### config.mk
export PLATFORM = sky130hd
export DESIGN_NAME = baud_autodetect
export DESIGN_NICKNAME = d
export VERILOG_FILES = /design/src/rtl/baud_autodetect.sv
export SDC_FILE = /design/constraint.sdc
export NUM_CORES = 1
export LEC_CHECK = 0
export CORE_MARGIN = 2
export CORE_UTILIZATION = 40
export CTS_CLUSTER_DIAMETER = 60
export DETAILED_ROUTE_END_ITERATION = 10
export PLACE_DENSITY_LB_ADDON = 0.1
export SYNTH_ARGS = -nofsm -noshare
export SYNTH_HDL_FRONTEND = slang
export SYNTH_SLANG_ARGS = --single-unit
### constraint.sdc
create_clock -name clk -period 5.4 [get_ports clk]
set_input_delay 0.81 -clock clk [delete_from_list [all_inputs] [get_ports clk]]
set_output_delay 0.81 -clock clk [all_outputs]
set_load 0.02 [all_outputs]
### src/rtl/baud_autodetect.sv
// Owns the UART baud-generator divisor: loaded by CPU write or measured from a 0x55 sync
// character (eight half-cycle segments of the raw rx line averaged into one divisor).
module baud_autodetect #(
    parameter int CNT_W        = 28,
    parameter int DEFAULT_DVSR = 325,
    parameter int TIMEOUT_CYC  = 2**24
) (
    input  logic             clk,
    input  logic             reset,
    input  logic             rx,
    input  logic             start,
    input  logic             wr_en,
    input  logic [CNT_W-8:0] wr_dvsr,
    output logic [CNT_W-8:0] dvsr,
    output logic             busy,
    output logic             done,
    output logic             err
);
    localparam int DW = CNT_W - 7;
    localparam logic [CNT_W-1:0] TO_LAST = CNT_W'(TIMEOUT_CYC - 1);

    typedef enum logic [1:0] {IDLE, WAIT_FALL, MEASURE} state_t;

    state_t           state_q, state_d;
    logic             rx_s1_q, rx_s1_d, rx_s2_q, rx_s2_d, rx_prev_q, rx_prev_d;
    logic [DW-1:0]    dvsr_q, dvsr_d;
    logic             busy_q, busy_d, done_q, done_d, err_q, err_d;
    logic [CNT_W-1:0] seg_q, seg_d, tot_q, tot_d, s0_q, s0_d;
    logic [2:0]       ecnt_q, ecnt_d;

    logic             edge_det, fall_det, in_range;
    logic [CNT_W:0]   tot_sum, s0_hi, s0_lo, q_wide;

    always_comb begin
        rx_s1_d   = rx;
        rx_s2_d   = rx_s1_q;
        rx_prev_d = rx_s2_q;
        edge_det  = rx_s2_q ^ rx_prev_q;
        fall_det  = rx_prev_q & ~rx_s2_q;

        // Segment arithmetic is one bit wider than the counters so it never wraps.
        tot_sum  = {1'b0, tot_q} + {1'b0, seg_q};
        s0_lo    = {2'b00, s0_q[CNT_W-1:1]};
        s0_hi    = {1'b0, s0_q} + s0_lo;
        in_range = ({1'b0, seg_q} >= s0_lo) && ({1'b0, seg_q} <= s0_hi);
        q_wide   = (tot_sum + (CNT_W+1)'(64)) >> 7;

        state_d = state_q;
        dvsr_d  = dvsr_q;
        done_d  = 1'b0;
        err_d   = 1'b0;
        tot_d   = tot_q;
        s0_d    = s0_q;
        ecnt_d  = ecnt_q;
        seg_d   = edge_det ? CNT_W'(1) :
                  (state_q == MEASURE) ? seg_q + CNT_W'(1) : seg_q;

        case (state_q)
            IDLE: begin
                if (start) state_d = WAIT_FALL;
            end
            WAIT_FALL: begin
                if (fall_det) begin
                    tot_d   = '0;
                    ecnt_d  = '0;
                    state_d = MEASURE;
                end
            end
            MEASURE: begin
                if (edge_det) begin
                    tot_d  = tot_sum[CNT_W-1:0];
                    ecnt_d = ecnt_q + 3'd1;
                    if (ecnt_q == 3'd0) s0_d = seg_q;
                    if (ecnt_q != 3'd0 && !in_range) begin
                        err_d   = 1'b1;
                        state_d = IDLE;
                    end else if (ecnt_q == 3'd7) begin
                        state_d = IDLE;
                        if (q_wide == '0) begin
                            err_d = 1'b1;
                        end else begin
                            dvsr_d = DW'(q_wide - (CNT_W+1)'(1));
                            done_d = 1'b1;
                        end
                    end
                end else if (seg_q == TO_LAST) begin
                    err_d   = 1'b1;
                    state_d = IDLE;
                end
            end
            default: state_d = IDLE;
        endcase

        // A CPU write overrides everything, including a result landing this cycle.
        if (wr_en) begin
            dvsr_d  = wr_dvsr;
            state_d = IDLE;
            done_d  = 1'b0;
            err_d   = 1'b0;
        end

        busy_d = (state_d == WAIT_FALL) || (state_d == MEASURE);
    end

    always_ff @(posedge clk) begin
        if (reset) begin
            state_q   <= IDLE;
            rx_s1_q   <= 1'b1;
            rx_s2_q   <= 1'b1;
            rx_prev_q <= 1'b1;
            dvsr_q    <= DW'(DEFAULT_DVSR);
            busy_q    <= 1'b0;
            done_q    <= 1'b0;
            err_q     <= 1'b0;
        end else begin
            state_q   <= state_d;
            rx_s1_q   <= rx_s1_d;
            rx_s2_q   <= rx_s2_d;
            rx_prev_q <= rx_prev_d;
            dvsr_q    <= dvsr_d;
            busy_q    <= busy_d;
            done_q    <= done_d;
            err_q     <= err_d;
        end
    end

    // Measurement datapath is always (re)initialised on entry to MEASURE.
    always_ff @(posedge clk) begin
        seg_q  <= seg_d;
        tot_q  <= tot_d;
        s0_q   <= s0_d;
        ecnt_q <= ecnt_d;
    end

    assign dvsr = dvsr_q;
    assign busy = busy_q;
    assign done = done_q;
    assign err  = err_q;
endmodule

## Word level (Yosys, flattened, before mapping)

Index checks and enable logic that the tools add are counted.
W data, S select, Z words.

| cells by class | value |
|---|---|
| $add $sub $neg | 6 |
| multipliers | 0 |
| div/mod/pow operators | 0 |
| $lt $le $gt $ge | 2 |
| equality and inequality tests | 10 |
| shifts and indexed selects | 0 |
| mux-type cells | 26 |
| bitwise gates (word level) | 6 |
| reductions and logical operators | 17 |

Operators by type and width:

| kind | number |
|---|---|
| $mux W21 | 6 |
| $mux W28 | 2 |
| $pmux W28 S2 | 1 |
| $add A28 B27 Y29 | 1 |
| $add A28 B28 Y29 | 1 |
| $add A29 B7 Y29 const B | 1 |
| $le A28 B29 Y1 | 1 |
| $logic_not A29 Y1 | 1 |
| $add A28 B1 Y28 const B | 1 |
| $eq A28 B24 Y1 const B | 1 |
| $ge A28 B27 Y1 | 1 |
| $sub A21 B1 Y21 const B | 1 |
| $mux W2 | 7 |
| $ne A2 B2 Y1 const B | 4 |
| $reduce_bool A2 Y1 | 4 |
| $mux W1 | 6 |
| $mux W3 | 2 |
| $pmux W2 S3 | 1 |
| $pmux W3 S2 | 1 |
| $reduce_and A3 Y1 | 2 |
| $reduce_or A6 Y1 | 1 |
| $reduce_and A5 Y1 | 1 |
| $eq A2 B1 Y1 const B | 2 |
| $eq A2 B2 Y1 const B | 2 |
| 12 further kinds | 16 |

| storage, ports and cells | value |
|---|---|
| bits in registers | 116 |
| bits in latches | 0 |
| memory bits (writable) | 0 |
| memory bits (read-only) | 0 |
| input port bits | 26 |
| output and inout bits | 24 |
| logic and storage cells | 79 |
| memories kept | 0 |

## Longest topological paths before layout

Gate-level depths: netlist (run 1).

| logic depth | value |
|---|---|
| depth in word-level cells | 11 |
| mapped depth | 29 |
| gate-level depth less buffers | 27 |

## Worst setup path before layout (run 1)

No wires, ideal clock.

| timing | value |
|---|---|
| kind | register to register |
| from | reg s0_q[1] |
| to | reg dvsr_q[7], in the netlist dvsr[7] |
| setup time | 0.122 ns |
| data arrival time | 4.877 ns |
| data required time | 5.278 ns |
| path slack | 0.401 ns |
| stages on the path, launching flop included | 28 |
| buffers on the path | 1 |
| cell sequence | edfxtp_1 > ha_1 > a21o_1 > a21oi_1 > o21ai_0 > a21oi_1 > o21ai_0 > a21o_1 > a21oi_1 > a211oi_1 > o31ai_1 > o21ai_0 > o21ai_0 > nand2b_1 > xnor2_1 > ha_1 > a21o_1 > a21oi_1 > o21ai_0 > o211ai_1 > a21oi_1 > o41ai_1 > o21bai_1 > nand4_1 > a31oi_2 > buf_6 > nor4b_2 > a311o_1 |

| between the ends | value |
|---|---|
| cells in the longest elaborated chain, start to end | 7 |
| elaborated cells on any way between the ends | 8 |
| those cells by class | add/sub (1); order compare (2); eq/ne (1); reduce/logical (4) |

RTL lines:

| item | line | RTL |
|---|---|---|
| from (decl) | 28 | `logic [CNT_W-1:0] seg_q, seg_d, tot_q, tot_d, s0_q, s0_d;` |
| from (signal assigned) | 131 | `s0_q <= s0_d;` |
| $add A28 B27 Y29 | 44 | `s0_hi = {1'b0, s0_q} + s0_lo;` |
| $le A28 B29 Y1 | 45 | `in_range = ({1'b0, seg_q} >= s0_lo) && ({1'b0, seg_q} <= s0_hi);` |
| $logic_and A1 B1 Y1 * | 45 |  |
| $logic_not A1 Y1 * | 74 | `if (ecnt_q != 3'd0 && !in_range) begin` |
| $logic_and A1 B1 Y1 * | 74 |  |
| $ne A2 B2 Y1 (no line) * | n/a |  |
| $reduce_and A5 Y1 (no line) * | n/a |  |
| to (signal assigned) | 111 | `dvsr_q <= DW'(DEFAULT_DVSR);` |
| to (signal assigned) | 120 | `dvsr_q <= dvsr_d;` |
| to (decl) | 26 | `logic [DW-1:0] dvsr_q, dvsr_d;` |

Mark *: on every way between the ends. The rest lies on a longest branch, timed or not.
A chain may end at the register's enable or synchronous reset.

## Worst setup path after layout (run 1)

| timing | value |
|---|---|
| from | reg s0_q[1] |
| to | reg dvsr_q[0], in the netlist dvsr[0] |

The elaborated chain is that of the path after synthesis.

==> flow_summary.json, run 1 <==
{
  "synth_cell_types": 93,
  "placed_cell_area_um2": 11300,
  "grt_pass1_wl_um": 43600,
  "hp-class": "reg2reg",
  "finalHoldViolCount": 0,
  "cts.sinks": 116,
  "cp_slowest_stage_delay_ps": 390,
  "start_util_pct": 40.7,
  "fin_crit_ps": 5200,
  "ys_ff_latch": 116,
  "antenna_cells": 0,
  "worstPathMaxFanout": 6,
  "path_class": "reg2reg",
  "multi_input_area_um2": 7190,
  "grt_setup_unrepaired": "true",
  "max-slew-margin-rel_pct": 34.8,
  "synth_commonest_cells": "119 x ha_1, 94 x nor2_1, 70 x nand2_1",
  "synth_nets": 1297,
  "design_area_um2": 12200,
  "post-route-period-util_pct": 96.2,
  "startpoint_type": "flop",
  "syn2layout_area_growth_pct": 19.2,
  "grt_max_degree": 37,
  "first_pass_iters": 4,
  "num_io_pins": 50,
  "drive_above_1_share_pct": 13.3,
  "crit_end": "dvsr[0]$_SDFFE_PP1P_",
  "final_cells": 1579,
  "yosysTopAreaCell": "edfxtp_1",
  "fillCellCount": 2385,
  "cp.required_ps": 5670,
  "portBuffers": 49,
  "met2_wirelength_um": 12600,
  "dr_total_vias": 8620,
  "register_area_um2": 2910,
  "cts_buffers": 17,
  "pwr_density_cell_nw_per_um2": 184,
  "vias_per_cell": 5.46,
  "syn_avg_cell_area_um2": 8.91,
  "gr-total-overflow": 0,
  "synth_top_cell_area_share_pct": 17.3,
  "cts-root-buf": "clkbuf_16",
  "cap_violations": 0,
  "yosysMostFrequentCell": "ha_1",
  "grt_usage_pct": 20.5,
  "outcome": "completed",
  "r2r_slack_ps": 200,
  "cp_num_buf_inv": 4,
  "post-route-drc-count": 0,
  "synth_edf_count": 59,
  "worst_r2r_endpoint": "dvsr[0]$_SDFFE_PP1P_",
  "die_area_um2": 26900,
  "yosys-top-cells-area": "edfxtp_1 17%, ha_1 15%, dfxtp_1 11%, xnor2_1 5.2%, nor2_1 3.4%",
  "worst_pin_slew_ps": 969,
  "antenna_found_initial": 1,
  "first_global_vias": 8592,
  "avgRoutedWirePerCell_um": 16.8,
  "clock_latency_ps": 420,
  "routedLengthMet1_um": 12700,
  "cp_slowest_cell": "fa_2",
  "holdPathStages": 1,
  "cp-startpoint": "s0_q[1]$_DFFE_PP_",
  "dp_cells": 1534,
  "cpLargestDelayFamily": "compound AO/OA/AOI/OAI gates",
  "r2r_cells": 30,
  "core_area_um2": 25200,
  "clock_skew_ps": 13.9,
  "dp_slack_ps": -284,
  "end_kind": "flop",
  "critical_path.reg2reg.startpoint": "s0_q[1]$_DFFE_PP_",
  "drt_wl_total_um": 26500,
  "dp_hpwl_um": 20000,
  "gp_congestion": 0.833,
  "cp.depth": 30,
  "syn_area_um2": 10200,
  "fp.dieW_um": 164,
  "synth-async-reset-ratio_pct": 0,
  "holdBufCountCts": 0,
  "h-tree-depth": 4,
  "dr.max_layer_used": "met4",
  "fin_nets": 1383,
  "whs_ps": 407,
  "cp_common_cell": "o21ai_2",
  "synthCells": 1150,
  "ys.flop_type": "edfxtp_1",
  "ant_nets": 0,
  "timing.final.ws_setup_ps": 205,
  "vdd_ir_drop_max_mv": 0.197,
  "die_y_um": 164,
  "clock.fmax_mhz": 192,
  "drt-initial-drc-count": 487,
  "clk_pin_slew_ps": 60,
  "row_count": 58,
  "synth_warnings": 0,
  "drv_slew": 0,
  "p_leak_uw": 0.00526,
  "route.met3.wl_um": 863,
  "cts.path.max_buffers": 2,
  "crit_arrival_ps": 5470,
  "cts_tree": "built",
  "finalSetupViolCount": 0,
  "ys_seq_area_share_pct": 28.4
}
## placed cells by master (no fill, tap or decap), types with 17 or more instances in the layout
master,n
nand4_1,24
xnor2_1,59
mux2i_1,18
clkbuf_16,17
and3_1,18
ha_1,117
buf_4,42
edfxtp_1,59
nor2_1,92
xor2_1,24
nand3_1,33
nand2b_1,18
nand2_1,70
dfxtp_1,57
inv_1,54
and2_1,45
a21oi_1,54
clkdlybuf4s50_1,49
nor3_1,27
o21ai_0,36
a21o_1,40
## cell type report
| type | count | share of cell area [%] |
|---|---|---|
| Inverter | 56 | 1.72 |
| Tap cell | 330 | 3.38 |
| Clock inverter | 15 | 1.48 |
| Multi-Input combinational cell | 949 | 58.9 |
| Timing Repair Buffer | 96 | 7.20 |
| Clock buffer | 17 | 3.48 |
| Sequential cell | 116 | 23.9 |
## layer usage
metal | up-vias | global-route usage (%)
li1 | 4465 | -
met1 | 3974 | 26.8
met2 | 157 | 35.0
met3 | 24 | 3.56
met4 | 0 | 5.42
met5 | - | 0
## sequential cells by signal, summed over array words and instances (netlist names)
signal     count
seg_q         28
done           1
dvsr          21
rx_prev_q      1
s0_q          28
state_q        2
rx_prev_d      1
err            1
ecnt_q         3
busy           1
tot_q         28
rx_s1_q        1
## worst min path at each step
stage                           end               start  slack, ps
3_5_place_dp   rx_prev_d$_SDFF_PP1_  rx_s1_q$_SDFF_PP1_        390
4_1_cts        rx_prev_d$_SDFF_PP1_  rx_s1_q$_SDFF_PP1_        410
5_1_grt        rx_prev_d$_SDFF_PP1_  rx_s1_q$_SDFF_PP1_        440
3_3_place_gp   rx_prev_d$_SDFF_PP1_  rx_s1_q$_SDFF_PP1_        390
2_1_floorplan  rx_prev_d$_SDFF_PP1_  rx_s1_q$_SDFF_PP1_        390
6_report       rx_prev_d$_SDFF_PP1_  rx_s1_q$_SDFF_PP1_        410
## worst register-to-register path: cells and delay by family, from the launching register on
family | cells | cell delay [ps]
xor gates and xnor gates | 1 | 160
and+or+nand+nor | 2 | 300
DFF | 1 | 370
muxes | 1 | 170
AOI/OAI and AO/OA | 19 | 2690
adders and majority gates | 3 | 910
buffers and inverters | 4 | 480
## timing repair
action                                  in CTS  in global routing
pin swaps                                    6                 47
endpoints found under the setup margin      24                 25
resized for setup                           16                 38
gates cloned                                 2                  0
setup buffers                                7                  8
## cells by family after synthesis
| kind of cell | share of synthesized area (%) |
|---|---|
| xor gates and xnor gates | 7.99 |
| adders and majority gates | 14.9 |
| muxes | 1.86 |
| AOI/OAI and AO/OA | 20.8 |
| and+or+nand+nor | 22.6 |
| DFF | 28.4 |
| buffers and inverters | 3.42 |
## report_power, final
| part | internal (µW) | leakage, µW | total, µW | switching (µW) |
|---|---|---|---|---|
| clock network | 729 | 0.000292 | 1180 | 454 |
| registers | 932 | 0.000939 | 940 | 8.06 |
| logic | 60.8 | 0.00403 | 127 | 66.4 |
## per-stage QoR
stage	utilization [%]	TNS, ps	power, µW
floorplan	-	0	1030
global placement	44.9	-1630	1080
detailed placement	44.9	-4400	1080
CTS	47.9	0	2270
global route	48.5	-2670	2340
finish	48.5	0	2250
Power figures use the tool's default switching activity.
==> inputs of run 2 (changes only) <==
- SKIP_LAST_GASP: not set -> 1
==> run 2 against run 1 <==
- setup slack improved by 2.7 ps
- final area about the same
- wire length about the same
- die area unchanged
- sequential share of layout area about the same
- worst hold slack about the same
- critical path depth unchanged
- critical endpoint unchanged
- largest cell class unchanged
- highest routed layer unchanged
==> flow_summary.json, run 2 (same netlist as run 1, synthesis figures left out) <==
{
  "first_pass_iters": 4,
  "cts_buffers": 17,
  "dr_total_vias": 8660,
  "die_y_um": 164,
  "ant_nets": 0,
  "cp-startpoint": "s0_q[1]$_DFFE_PP_",
  "cp_slowest_stage_delay_ps": 390,
  "vias_per_cell": 5.48,
  "vdd_ir_drop_max_mv": 0.197,
  "final_common_cell": "ha_1",
  "worst_pin_slew_ps": 962,
  "drive_above_1_share_pct": 13.3,
  "dp_hpwl_um": 20000,
  "clock_skew_ps": 11.5,
  "h-tree-depth": 4,
  "r2r_cells": 30,
  "critical_path.reg2reg.startpoint": "s0_q[1]$_DFFE_PP_",
  "cts.path.max_buffers": 2,
  "layout_common_cells": "117 x ha_1, 92 x nor2_1, 70 x nand2_1",
  "avgRoutedWirePerCell_um": 16.8,
  "drt-initial-drc-count": 452,
  "cp_slowest_cell": "fa_2",
  "first_global_vias": 8592,
  "grt_max_degree": 37,
  "core_area_um2": 25200,
  "clk_pin_slew_ps": 60,
  "drv_slew": 0,
  "cts.sinks": 116,
  "pwr_density_cell_nw_per_um2": 184,
  "gp_congestion": 0.833,
  "antenna_found_initial": 1,
  "cp_common_cell": "o21ai_2",
  "fin_crit_ps": 5190,
  "startpoint_type": "flop",
  "fp.dieW_um": 164,
  "num_io_pins": 50,
  "antenna_cells": 0,
  "cp.required_ps": 5670,
  "path_class": "reg2reg",
  "hp-class": "reg2reg",
  "timing.final.ws_setup_ps": 207,
  "r2r_slack_ps": 210,
  "dp_cells": 1534,
  "post-route-period-util_pct": 96.2,
  "grt_pass1_wl_um": 43600,
  "reg.largest.list": "s0_q (28), seg_q (28), tot_q (28)",
  "crit_end": "dvsr[0]$_SDFFE_PP1P_",
  "portBuffers": 49,
  "fin_nets": 1383,
  "drt_wl_total_um": 26500,
  "finalHoldViolCount": 0,
  "cap_violations": 0,
  "p_leak_uw": 0.00525,
  "end_kind": "flop",
  "dp_slack_ps": -284,
  "grt_usage_pct": 20.5,
  "min_from": "rx_s1_q$_SDFF_PP1_",
  "final_cells": 1579,
  "post-route-drc-count": 0,
  "die_area_um2": 26900,
  "clock.fmax_mhz": 193,
  "clock_latency_ps": 420,
  "gr-total-overflow": 0,
  "finalSetupViolCount": 0,
  "syn2layout_area_growth_pct": 19.1,
  "holdBufCountCts": 0,
  "max-slew-margin-rel_pct": 35.3,
  "crit_arrival_ps": 5470,
  "grt_setup_unrepaired": "true",
  "start_util_pct": 40.7,
  "worst_r2r_endpoint": "dvsr[0]$_SDFFE_PP1P_",
  "outcome": "completed",
  "row_count": 58,
  "cts_tree": "built",
  "worstPathMaxFanout": 6,
  "cts-root-buf": "clkbuf_16"
}
## run 2: cell counts in the layout (fill, tap and decap cells not counted)
No cell type changed its count.
## run 2: worst min-delay path by stage
stage,end,slack [ps],cells after the start
floorplan,rx_prev_d$_SDFF_PP1_,390,1
global placement,rx_prev_d$_SDFF_PP1_,390,1
detailed placement,rx_prev_d$_SDFF_PP1_,390,1
CTS,rx_prev_d$_SDFF_PP1_,410,1
global route,rx_prev_d$_SDFF_PP1_,440,1
finish,rx_prev_d$_SDFF_PP1_,410,1
## run 2: repair_timing
action	CTS	global route
pin swaps	6	47
resized for setup	16	37
endpoints found under the setup margin	24	25
setup buffers	7	8
gates cloned	2	0
## run 2: metal layers
layer | wire length, µm | vias to the layer above | track usage (%)
met4 | 384 | 0 | 5.42
met2 | 12500 | 156 | 35.0
li1 | - | 4464 | -
met3 | 895 | 27 | 3.56
met1 | 12700 | 4013 | 26.8
met5 | 0 | - | 0
## run 2: power by group
part / internal (µW) / total [µW] / leakage (µW) / switching (µW)
Clock: 729 / 1180 / 0.000292 / 455
Sequential: 932 / 940 / 0.000939 / 8.01
Combinational: 60.8 / 127 / 0.00402 / 66.2
## run 2: worst max-delay path: cells and delay by family, from the launching register on
family / cells / cell delay, ps
adders and majority gates: 3 / 910
muxes: 1 / 170
AOI/OAI and AO/OA: 19 / 2680
DFF: 1 / 370
xor gates and xnor gates: 1 / 160
buffers and inverters: 4 / 480
and+or+nand+nor: 2 / 300
## run 2: cell type report
type                    instances  area [µm²]
fillers                      2386       13000
multi-input cells             949        7180
flip-flops and latches        116        2910
repair buffers                 96         880
clock buffers                  17         425
well taps                     330         413
inverters                      56         210
clock inverters                15         180
## run 2: through the flow
step | hold WS, ps | TNS (ps) | cell area (µm²) | util (%) | power [µW]
5_1_grt | 442 | -2670 | 12200 | 48.5 | 2340
4_1_cts | 408 | 0 | 12100 | 47.9 | 2270
2_1_floorplan | 389 | 0 | 10200 | - | 1030
3_3_place_gp | 392 | -1630 | 11300 | 44.9 | 1080
3_5_place_dp | 395 | -4400 | 11300 | 44.9 | 1080
6_report | 408 | 0 | 12200 | 48.5 | 2250
